$ cat config.mk
export PLATFORM = sky130hd
export DESIGN_NAME = ob_mem_drain
export DESIGN_NICKNAME = d
export VERILOG_FILES = /design/src/rtl/ob_mem_drain.sv
export SDC_FILE = /design/constraint.sdc
export NUM_CORES = 1
export LEC_CHECK = 0
export ABC_AREA = 1
export CORE_UTILIZATION = 56
export CTS_BUF_LIST = sky130_fd_sc_hd__clkbuf_4 sky130_fd_sc_hd__clkbuf_8
export DETAILED_ROUTE_END_ITERATION = 16
export GPL_TIMING_DRIVEN = 0
export PLACE_DENSITY = 0.89
export SLEW_MARGIN = 20
export SYNTH_ARGS = -nofsm -noshare
export SYNTH_HDL_FRONTEND = slang
export SYNTH_SLANG_ARGS = --single-unit
export TNS_END_PERCENT = 30
$ cat constraint.sdc
create_clock -name clk_i -period 2.35 [get_ports clk_i]
set_clock_uncertainty 0.1 [all_clocks]
set_input_delay 0.235 -clock clk_i [delete_from_list [all_inputs] [get_ports clk_i]]
set_output_delay 0.235 -clock clk_i [all_outputs]
set_load 0.01 [all_outputs]
$ cat src/rtl/ob_mem_drain.sv
// ob_mem_drain: reads result rows from the output-buffer SRAM after a run
// and serializes each row into DRIVER_WIDTH-bit chunks on a valid/ready
// stream, element 0 least-significant bits first.
module ob_mem_drain #(
  parameter int WIDTH        = 8,
  parameter int COL          = 4,
  parameter int O_SIZE       = 256,
  parameter int DRIVER_WIDTH = 8,
  localparam int RW          = COL * WIDTH,
  localparam int AW          = $clog2(O_SIZE)
) (
  input  logic                    clk_i,
  input  logic                    rst_i,
  input  logic                    start_i,
  input  logic [AW-1:0]           base_addr_i,
  input  logic [AW:0]             num_rows_i,
  output logic                    mem_cenb_o,
  output logic                    mem_wenb_o,
  output logic [AW-1:0]           mem_addr_o,
  input  logic [RW-1:0]           mem_data_i,
  output logic [DRIVER_WIDTH-1:0] data_o,
  output logic                    valid_o,
  input  logic                    ready_i,
  output logic                    busy_o,
  output logic                    done_o
);

  localparam int NCH = RW / DRIVER_WIDTH;
  localparam int CW  = (NCH > 1) ? $clog2(NCH) : 1;

  typedef enum logic [2:0] {
    IDLE,
    READ,
    CAPT,
    SEND,
    DONE
  } state_t;

  state_t        state;
  logic [AW-1:0] addr;
  logic [AW:0]   rows_left;
  logic [RW-1:0] shift_reg;
  logic [RW-1:0] shift_next;
  logic [CW-1:0] chunk_cnt;

  // The memory port is only ever read.
  assign mem_wenb_o = 1'b1;

  // Row contents once the chunk currently on data_o has been consumed.
  always_comb begin
    shift_next = shift_reg >> DRIVER_WIDTH;
  end

  // Drain sequencer; all outputs are registered alongside the state so they
  // line up with the state they belong to.
  always_ff @(posedge clk_i) begin
    if (rst_i) begin
      state      <= IDLE;
      addr       <= '0;
      rows_left  <= '0;
      shift_reg  <= '0;
      chunk_cnt  <= '0;
      mem_cenb_o <= 1'b1;
      mem_addr_o <= '0;
      data_o     <= '0;
      valid_o    <= 1'b0;
      busy_o     <= 1'b0;
      done_o     <= 1'b0;
    end else begin
      case (state)
        IDLE: begin
          done_o <= 1'b0;
          if (start_i) begin
            busy_o <= 1'b1;
            if (num_rows_i == '0) begin
              state  <= DONE;
              done_o <= 1'b1;
            end else begin
              state      <= READ;
              addr       <= base_addr_i;
              rows_left  <= num_rows_i;
              mem_cenb_o <= 1'b0;
              mem_addr_o <= base_addr_i;
            end
          end
        end
        READ: begin
          state      <= CAPT;
          mem_cenb_o <= 1'b1;
        end
        CAPT: begin
          state     <= SEND;
          shift_reg <= mem_data_i;
          chunk_cnt <= '0;
          addr      <= (addr == AW'(O_SIZE - 1)) ? '0 : addr + AW'(1);
          rows_left <= rows_left - (AW + 1)'(1);
          data_o    <= mem_data_i[DRIVER_WIDTH-1:0];
          valid_o   <= 1'b1;
        end
        SEND: begin
          if (ready_i) begin
            shift_reg <= shift_next;
            chunk_cnt <= chunk_cnt + CW'(1);
            data_o    <= shift_next[DRIVER_WIDTH-1:0];
            if (chunk_cnt == CW'(NCH - 1)) begin
              valid_o <= 1'b0;
              if (rows_left != '0) begin
                // addr already advanced in CAPT, so it names the next row.
                state      <= READ;
                mem_cenb_o <= 1'b0;
                mem_addr_o <= addr;
              end else begin
                state  <= DONE;
                done_o <= 1'b1;
              end
            end
          end
        end
        DONE: begin
          state  <= IDLE;
          done_o <= 1'b0;
          busy_o <= 1'b0;
        end
        default: begin
          state      <= IDLE;
          mem_cenb_o <= 1'b1;
          valid_o    <= 1'b0;
          busy_o     <= 1'b0;
          done_o     <= 1'b0;
        end
      endcase
    end
  end

endmodule

==> results of run 1 <==
[placed cells by master (no fill, tap or decap), drive strengths merged, types with 3 or more instances in the layout]
| cell | netlist | final |
|---|---|---|
| xor2 | 3 | 3 |
| o21ai | 50 | 50 |
| inv | 31 | 32 |
| nand2 | 147 | 147 |
| dfxtp | 66 | 66 |
| ha | 3 | 3 |
| a21oi | 52 | 52 |
| a31oi | 3 | 3 |
| clkdlybuf4s50 | 0 | 71 |
| bufinv | 0 | 3 |
| nand3 | 22 | 22 |
| o22ai | 21 | 21 |
| buf | 22 | 22 |
| nor2 | 37 | 37 |
| nor3 | 4 | 4 |
| clkbuf | 12 | 22 |
[power groups by stage]
| stage | clock, uW | combinational (uW) | sequential, uW |
|---|---|---|---|
| 4_1_cts | 1210 | 2760 | 1800 |
| 3_5_place_dp | 0 | 2720 | 1810 |
| 2_1_floorplan | 0 | 1900 | 1770 |
| 3_3_place_gp | 0 | 2630 | 1800 |
| 6_report | 1210 | 2800 | 1810 |
| 5_1_grt | 1250 | 3080 | 1860 |
[final timing paths]
| path | slack [ps] | end | depth (start not counted) | start |
|---|---|---|---|---|
| worst min register to register | 370 | mem_addr_o[5] | 2 | mem_addr_o[5] |
| worst max-delay path | 380 | mem_addr_o[6] | 10 | rows_left[0] |
| worst max register to register | 380 | mem_addr_o[6] | 10 | rows_left[0] |
| worst min-delay path | 150 | state[2] | 2 | rst_i |
[per-stage QoR]
stage / setup slack (ps) / instance area (um2)
detailed placement: 381.7 / 4114
floorplan: 827.0 / 3313
finish: 376.4 / 4364
global placement: 400.5 / 4114
global route: 238.6 / 4364
CTS: 420.3 / 4364
[metal layers]
layer / wire length [um] / track usage / vias to the layer above
met4: 179 / 0.1364 / 0
met3: 720 / 0.05057 / 20
met5: 0 / 0 / -
li1: - / - / 1752
met2: 4555 / 0.5296 / 173
met1: 4178 / 0.4242 / 1669
[cell families (layout without fill, tap and decap cells)]
family,count (synthesis),in the layout
buffers and inverters,65,152
other,1,1
DFF,66,66
xor gates and xnor gates,3,3
and+or+nand+nor,215,215
adders and majority gates,3,3
AOI/OAI and AO/OA,128,128
[worst reg2reg max path: cells and delay by family (launching register included)]
kind,cells,cell delay (ps)
AO/OA/AOI/OAI,1,120
adder cells (fa/ha/maj),1,250
buffers and inverters,1,120
flip-flops,1,320
AND/OR/NAND/NOR,7,990
[layout make-up]
class	count	area [um2]
multi-input combinational	350	1673
sequential	66	1321
fill	450	1244
timing repair buffer	71	710.7
buffer	34	202.7
clock buffer	10	137.6
inverter	31	116.4
clock inverter	6	112.6
tap	72	90.09
==> insert_results.sql, run 1 <==
INSERT INTO impl_metrics (metric_group, metric, value, unit) VALUES
('run_status', 'result_of_the_run', 'complete, no violations', ''),
('pwr', 'power_leakage', '0.001832', 'uW'),
('clock_network', 'clock_insertion_delay_worst_skew', '350', 'ps'),
('cells_and_area', 'finalNonFillerCells', '640', ''),
('placement', 'routabilityCongestion', '0.8965', ''),
('synth', 'synth.most_common_cell', 'sky130_fd_sc_hd__nand2_1', ''),
('floorplan', 'num_rows', '27', ''),
('sta', 'period_minus_slack', '1974', 'ps'),
('floorplan', 'floorplan.initialDensity', '0.5908', ''),
('synth', 'ys_ff_latch', '66', ''),
('synth', 'ys_seq_area_frac', '0.3988', ''),
('worst_setup_path', 'cpMostUsedCell', 'sky130_fd_sc_hd__nand2_1', ''),
('pwr', 'vdd_ir_drop_max', '0.0008723', 'V'),
('worst_setup_path', 'worst-path-max-fanout', '9', ''),
('synth', 'syn-num-nets', '537', ''),
('global_route', 'gr-usage-all-layers', '0.3237', ''),
('synth', 'synth-compound-area-share', '0.2107', ''),
('sta', 'unrepaired_setup_endpoints_after_global_routing', 'false', ''),
('pwr', 'netSwitchingFraction', '0.4210', ''),
('cells_and_area', 'final_net_count', '619', ''),
('clock_network', 'cts-resized-gates', '0', ''),
('global_route', 'antenna_found_initial', '0', ''),
('placement', 'buffer_ports.inserted', '71', ''),
('sta', 'number_of_endpoints_with_negative_hold_slack_in_the_final_report', '0', ''),
('pwr', 'power_frac_clock', '0.208', ''),
('sta', 'final_report_max_slew_violation_count', '0', ''),
('synth', 'post_synth_xor_area_fraction', '0.007931', ''),
('synth', 'dominantRegCellSynth', 'sky130_fd_sc_hd__dfxtp_1', ''),
('synth', 'synth_warnings', '0', ''),
('synth', 'synth.distinct_cells', '30', ''),
('synth', 'ys_top_cells_by_count', '138 x sky130_fd_sc_hd__nand2_1, 66 x sky130_fd_sc_hd__dfxtp_1, 51 x sky130_fd_sc_hd__a21oi_1', ''),
('cells_and_area', 'area_growth', '31.72', '%'),
('synth', 'synth.top_cell.area_share', '0.3988', ''),
('clock_network', 'total_setup_buffers_inserted_after_cts', '0', ''),
('floorplan', 'die_y', '78.92', 'um'),
('synth', 'synth_async_sr_flop_share', '0', ''),
('synth', 'yosys.area_share.adder', '0.01133', ''),
('global_route', 'grt_start_max_net_pins', '13', ''),
('clock_network', 'clkTransAtPathRegs', '80', 'ps'),
('sta', 'fmaxAchievable', '0.5067', 'GHz'),
('detailed_routing', 'vias', '3614', ''),
('sta', 'setup_viol_count_final', '0', ''),
('synth', 'ys_top_cells_by_area', 'sky130_fd_sc_hd__dfxtp_1 40%, sky130_fd_sc_hd__nand2_1 16%, sky130_fd_sc_hd__a21oi_1 7.7%', ''),
('floorplan', 'core-area', '5608', 'um2'),
('worst_setup_path', 'timing.critical_path.from_type', 'flip-flop', ''),
('worst_setup_path', 'cp_num_buf_inv', '1', ''),
('worst_setup_path', 'critPathArrivalTime', '2150', 'ps'),
('pwr', 'cell_internal_pwr', '3375', 'uW'),
('synth', 'post_synth_design_cell_area', '3313', 'um2'),
('clock_network', 'cts.htree.levels', '3', ''),
('synth', 'synth_simple_gate_area_frac', '0.2738', ''),
('synth', 'synth_area_per_cell', '6.888', 'um2'),
('floorplan', 'dieArea', '6228', 'um2'),
('floorplan', 'die_width', '78.92', 'um'),
('pwr', 'post-layout-total-power', '5829', 'uW'),
('clock_network', 'tritoncts_num_sinks', '66', ''),
('sta', 'worst_pin_slew', '616.9', 'ps'),
('global_route', 'grt_pass1_wl', '15640', 'um'),
('sta', 'finalHoldWorstSlack', '147.6', 'ps'),
('cells_and_area', 'final_core_utilization', '0.7782', ''),
('detailed_routing', 'drt_pre_antenna_iters', '7', ''),
('clock_network', 'cts_inserted_buffers', '9', ''),
('cells_and_area', 'num_antenna_cells', '0', ''),
('cells_and_area', 'largest_register_ff_count', '25', ''),
('synth', 'synth-edff-count', '0', ''),
('worst_hold_path', 'hp-class', 'in2reg', ''),
('detailed_routing', 'post_drt_via_cell_ratio', '5.647', ''),
('worst_setup_path', 'timing.critical_path.slowest_cell_delay', '320', 'ps'),
('synth', 'synth.mux.area_fraction', '0', ''),
('worst_setup_path', 'critical_path.cell_chain', 'inv_1, ha_1, nand2_1, nor2_1, nand2_1, nand2_1, nand2_2, nand2_4, nand2_1, a21oi_1', ''),
('detailed_routing', 'drc_violations_left', '0', '');
Power figures use the tool's default switching activity.
==> inputs of run 2 (changes only) <==
- CORE_UTILIZATION: 56 -> 52
- PLACE_DENSITY: 0.89 -> 0.84
- clock period: 2.35 -> 2 ns (I/O delays scaled with it)
==> run 2 against run 1 <==
Compared with the run above: maximum frequency is 8.3% higher; global-route usage is 4.4 points lower; core utilization is 6.2 points lower; critical path depth stayed put; die area is 7.5% higher; power is 11% higher; register-to-register slack worse by 200 ps; first-iteration DRC count is 14% higher; count of clock-buffer cells in the layout is 1 higher.
==> insert_results.sql, run 2 (synthesized netlist as in run 1, its figures left out) <==
INSERT INTO impl_metrics (metric_group, metric, value, unit) VALUES
('run_status', 'result_of_the_run', 'complete, no violations', ''),
('global_route', 'number_of_global_route_vias_before_repair', '3112', ''),
('sta', 'final_report_max_slew_violation_count', '0', ''),
('global_route', 'grt_pass1_wl', '14280', 'um'),
('worst_setup_path', 'timing.critical_path.from_type', 'flip-flop', ''),
('pwr', 'netSwitchingFraction', '0.4277', ''),
('detailed_routing', 'highest_layer', 'met4', ''),
('cells_and_area', 'multiInputGateArea', '1678', 'um2'),
('detailed_routing', 'drc_violations_left', '0', ''),
('pwr', 'power_leakage', '0.001802', 'uW'),
('clock_network', 'cts.htree.levels', '3', ''),
('cells_and_area', 'fillerInstances', '519', ''),
('cells_and_area', 'final_core_utilization', '0.7164', ''),
('global_route', 'grt_remaining_overflow', '0', ''),
('worst_setup_path', 'critical_path.cell_chain', 'inv_1, ha_1, nand2_1, nor2_1, nand2_1, nand2_1, nand2_4, nand2_4, nand2_1, a21oi_1', ''),
('flow_run', 'drv.max_cap_violation_count', '0', ''),
('clock_network', 'cts_inserted_buffers', '9', ''),
('detailed_routing', 'route.detailed.wl_per_inst', '14.03', 'um'),
('worst_setup_path', 'cpLargestDelayFamily', 'simple AND/OR/NAND/NOR gates', ''),
('clock_network', 'cts_buffer_depth', '2', ''),
('clock_network', 'total_setup_buffers_inserted_after_cts', '0', ''),
('sta', 'maxSlewHeadroom', '0.5723', ''),
('floorplan', 'die_y', '81.82', 'um'),
('global_route', 'grt_start_max_net_pins', '12', ''),
('worst_setup_path', 'worst-path-max-fanout', '9', ''),
('floorplan', 'dieArea', '6695', 'um2'),
('worst_hold_path', 'hp-class', 'in2reg', ''),
('floorplan', 'floorplan.initialDensity', '0.5498', ''),
('worst_setup_path', 'worstPathRequired', '2160', 'ps'),
('pwr', 'p_sw', '2770', 'uW'),
('detailed_routing', 'vias', '3581', ''),
('pwr', 'power_frac_comb', '0.499', ''),
('placement', 'buffer_ports.inserted', '71', ''),
('cells_and_area', 'largest_register_ff_count', '25', ''),
('worst_setup_path', 'timing.critical_path.slowest_cell_delay', '340', 'ps'),
('clock_network', 'tritoncts_num_sinks', '66', ''),
('cells_and_area', 'layout_commonest_cell', 'sky130_fd_sc_hd__nand2_1', ''),
('floorplan', 'core-area', '6026', 'um2'),
('worst_setup_path', 'worst_setup_path_endpoint', 'mem_addr_o[0]', ''),
('worst_setup_path', 'cp_num_buf_inv', '1', ''),
('detailed_routing', 'route.antenna.remaining_nets', '0', ''),
('worst_setup_path', 'r2r-start', 'rows_left[0]', ''),
('worst_setup_path', 'cpMostUsedCell', 'sky130_fd_sc_hd__nand2_1', ''),
('pwr', 'power_frac_clock', '0.173', ''),
('detailed_routing', 'post_drt_via_cell_ratio', '5.569', ''),
('cells_and_area', 'area_growth', '30.29', '%'),
('global_route', 'gr-usage-all-layers', '0.2801', ''),
('detailed_routing', 'wirelength_met1', '4200', 'um'),
('cells_and_area', 'regArea', '1321', 'um2'),
('detailed_routing', 'drt_pre_antenna_iters', '5', ''),
('worst_setup_path', 'crit_type', 'reg2reg', ''),
('placement', 'routabilityCongestion', '0.9258', ''),
('floorplan', 'pin_count', '74', ''),
('sta', 'worst_pin_slew', '641.5', 'ps'),
('pwr', 'vdd_ir_drop_max', '0.0007838', 'V'),
('sta', 'layout_setup_ws', '178.2', 'ps'),
('worst_setup_path', 'worst_path_max_delay_cell', 'sky130_fd_sc_hd__dfxtp_1', ''),
('sta', 'fmaxAchievable', '0.5489', 'GHz'),
('cells_and_area', 'final_cell_mix', '138 x sky130_fd_sc_hd__nand2_1, 71 x sky130_fd_sc_hd__clkdlybuf4s50_1, 66 x sky130_fd_sc_hd__dfxtp_1', ''),
('detailed_routing', 'wl', '9022', 'um'),
('pwr', 'pwr_dens', '1500', 'nW/um2'),
('pwr', 'power.share.sequential', '0.329', ''),
('pwr', 'cell_internal_pwr', '3707', 'uW'),
('sta', 'unrepaired_setup_endpoints_after_global_routing', 'false', ''),
('sta', 'period_minus_slack', '1822', 'ps'),
('placement', 'dpl-instance-area', '4118', 'um2'),
('placement', 'dp_slack', '29.97', 'ps'),
('placement', 'place_hpwl', '6534', 'um'),
('sta', 'number_of_endpoints_with_negative_hold_slack_in_the_final_report', '0', ''),
('detailed_routing', 'routed-wl-met3', '595', 'um'),
('floorplan', 'die_width', '81.82', 'um'),
('worst_setup_path', 'critPathArrivalTime', '1980', 'ps'),
('cells_and_area', 'final_area', '4317', 'um2'),
('worst_setup_path', 'worstRegToRegCells', '10', ''),
('worst_setup_path', 'critPathLaunch', 'rows_left[0]', ''),
('pwr', 'post-layout-total-power', '6477', 'uW'),
('sta', 'period_share', '0.9109', ''),
('cells_and_area', 'layout-drive-gt1-share', '0.1056', ''),
('cells_and_area', 'num_antenna_cells', '0', ''),
('worst_setup_path', 'reg2reg_setup_slack', '180', 'ps'),
('clock_network', 'cts_tree', 'built', ''),
('worst_hold_path', 'holdPathStages', '2', ''),
('sta', 'setup_viol_count_final', '0', ''),
('floorplan', 'num_rows', '28', ''),
('sta', 'timing.setup.tns', '0', 'ps'),
('worst_setup_path', 'cell_depth_of_the_worst_setup_path', '10', ''),
('global_route', 'antenna_found_initial', '0', ''),
('clock_network', 'clkTransAtPathRegs', '70', 'ps'),
('clock_network', 'clock_insertion_delay_worst_skew', '340', 'ps'),
('worst_setup_path', 'critical_path.endpoint_type', 'flip-flop', ''),
('cells_and_area', 'final_net_count', '619', ''),
('worst_setup_path', 'critical_path.reg2reg.endpoint', 'mem_addr_o[0]', ''),
('detailed_routing', 'detailedRoute.firstIterationViolations', '363', ''),
('clock_network', 'cts_root_buf', 'sky130_fd_sc_hd__clkbuf_8', ''),
('detailed_routing', 'met2_wirelength', '3996', 'um');
## run 2: repair_timing
item | in CTS | in global routing
hold buffers | 0 | 0
setup endpoints to repair | 0 | 2
gates resized for setup | 0 | 1
hold endpoints to repair | 0 | 0
## run 2: worst register-to-register path, delay by kind of cell, from the launching register on
kind | cells | cell delay, ps
and+or+nand+nor | 7 | 810
DFF | 1 | 340
adders and majority gates | 1 | 240
AOI/OAI and AO/OA | 1 | 120
buffers and inverters | 1 | 130
## run 2: per-stage QoR
| stage | instances | hold WS [ps] |
|---|---|---|
| floorplan | 481 | 249.0 |
| global placement | 627 | 349.6 |
| detailed placement | 627 | 355.8 |
| CTS | 643 | 113.9 |
| global route | 643 | 155.6 |
| finish | 643 | 119.5 |
## run 2: final cells by class
cell class,instances,share of cell area
Multi-Input combinational cell,350,0.3887
Sequential cell,66,0.3061
Timing Repair Buffer,71,0.1646
Buffer,34,0.04696
Clock buffer,11,0.03217
Inverter,31,0.02696
Tap cell,75,0.02174
Clock inverter,5,0.01275
## run 2: power groups by stage
stage / combinational (uW) / sequential [uW] / clock, uW
after floorplan: 2230 / 2080 / 0
after global placement: 3090 / 2120 / 0
after detailed placement: 3160 / 2130 / 0
after CTS: 3180 / 2110 / 1120
after global routing: 3570 / 2170 / 1190
final: 3230 / 2130 / 1120
## run 2: worst min path at each step
stage              startpoint             to  slack (ps)
2_1_floorplan  mem_data_i[24]  shift_reg[24]         250
3_3_place_gp    shift_reg[30]  shift_reg[30]         350
3_5_place_dp    shift_reg[25]  shift_reg[25]         360
4_1_cts                 rst_i   chunk_cnt[0]         110
5_1_grt                 rst_i   chunk_cnt[0]         160
6_report                rst_i   chunk_cnt[0]         120
## run 2: per-layer routing
metal / vias to the layer above / track usage
li1: 1745 / -
met1: 1649 / 0.3891
met2: 160 / 0.4215
met3: 27 / 0.04778
met4: 0 / 0.1281
met5: - / 0
==> inputs of run 3 (changes only) <==
- CTS_CLUSTER_SIZE: unset -> 40
==> results of run 3 <==
Final layout, timing and power as in run 2 (identical DEF).
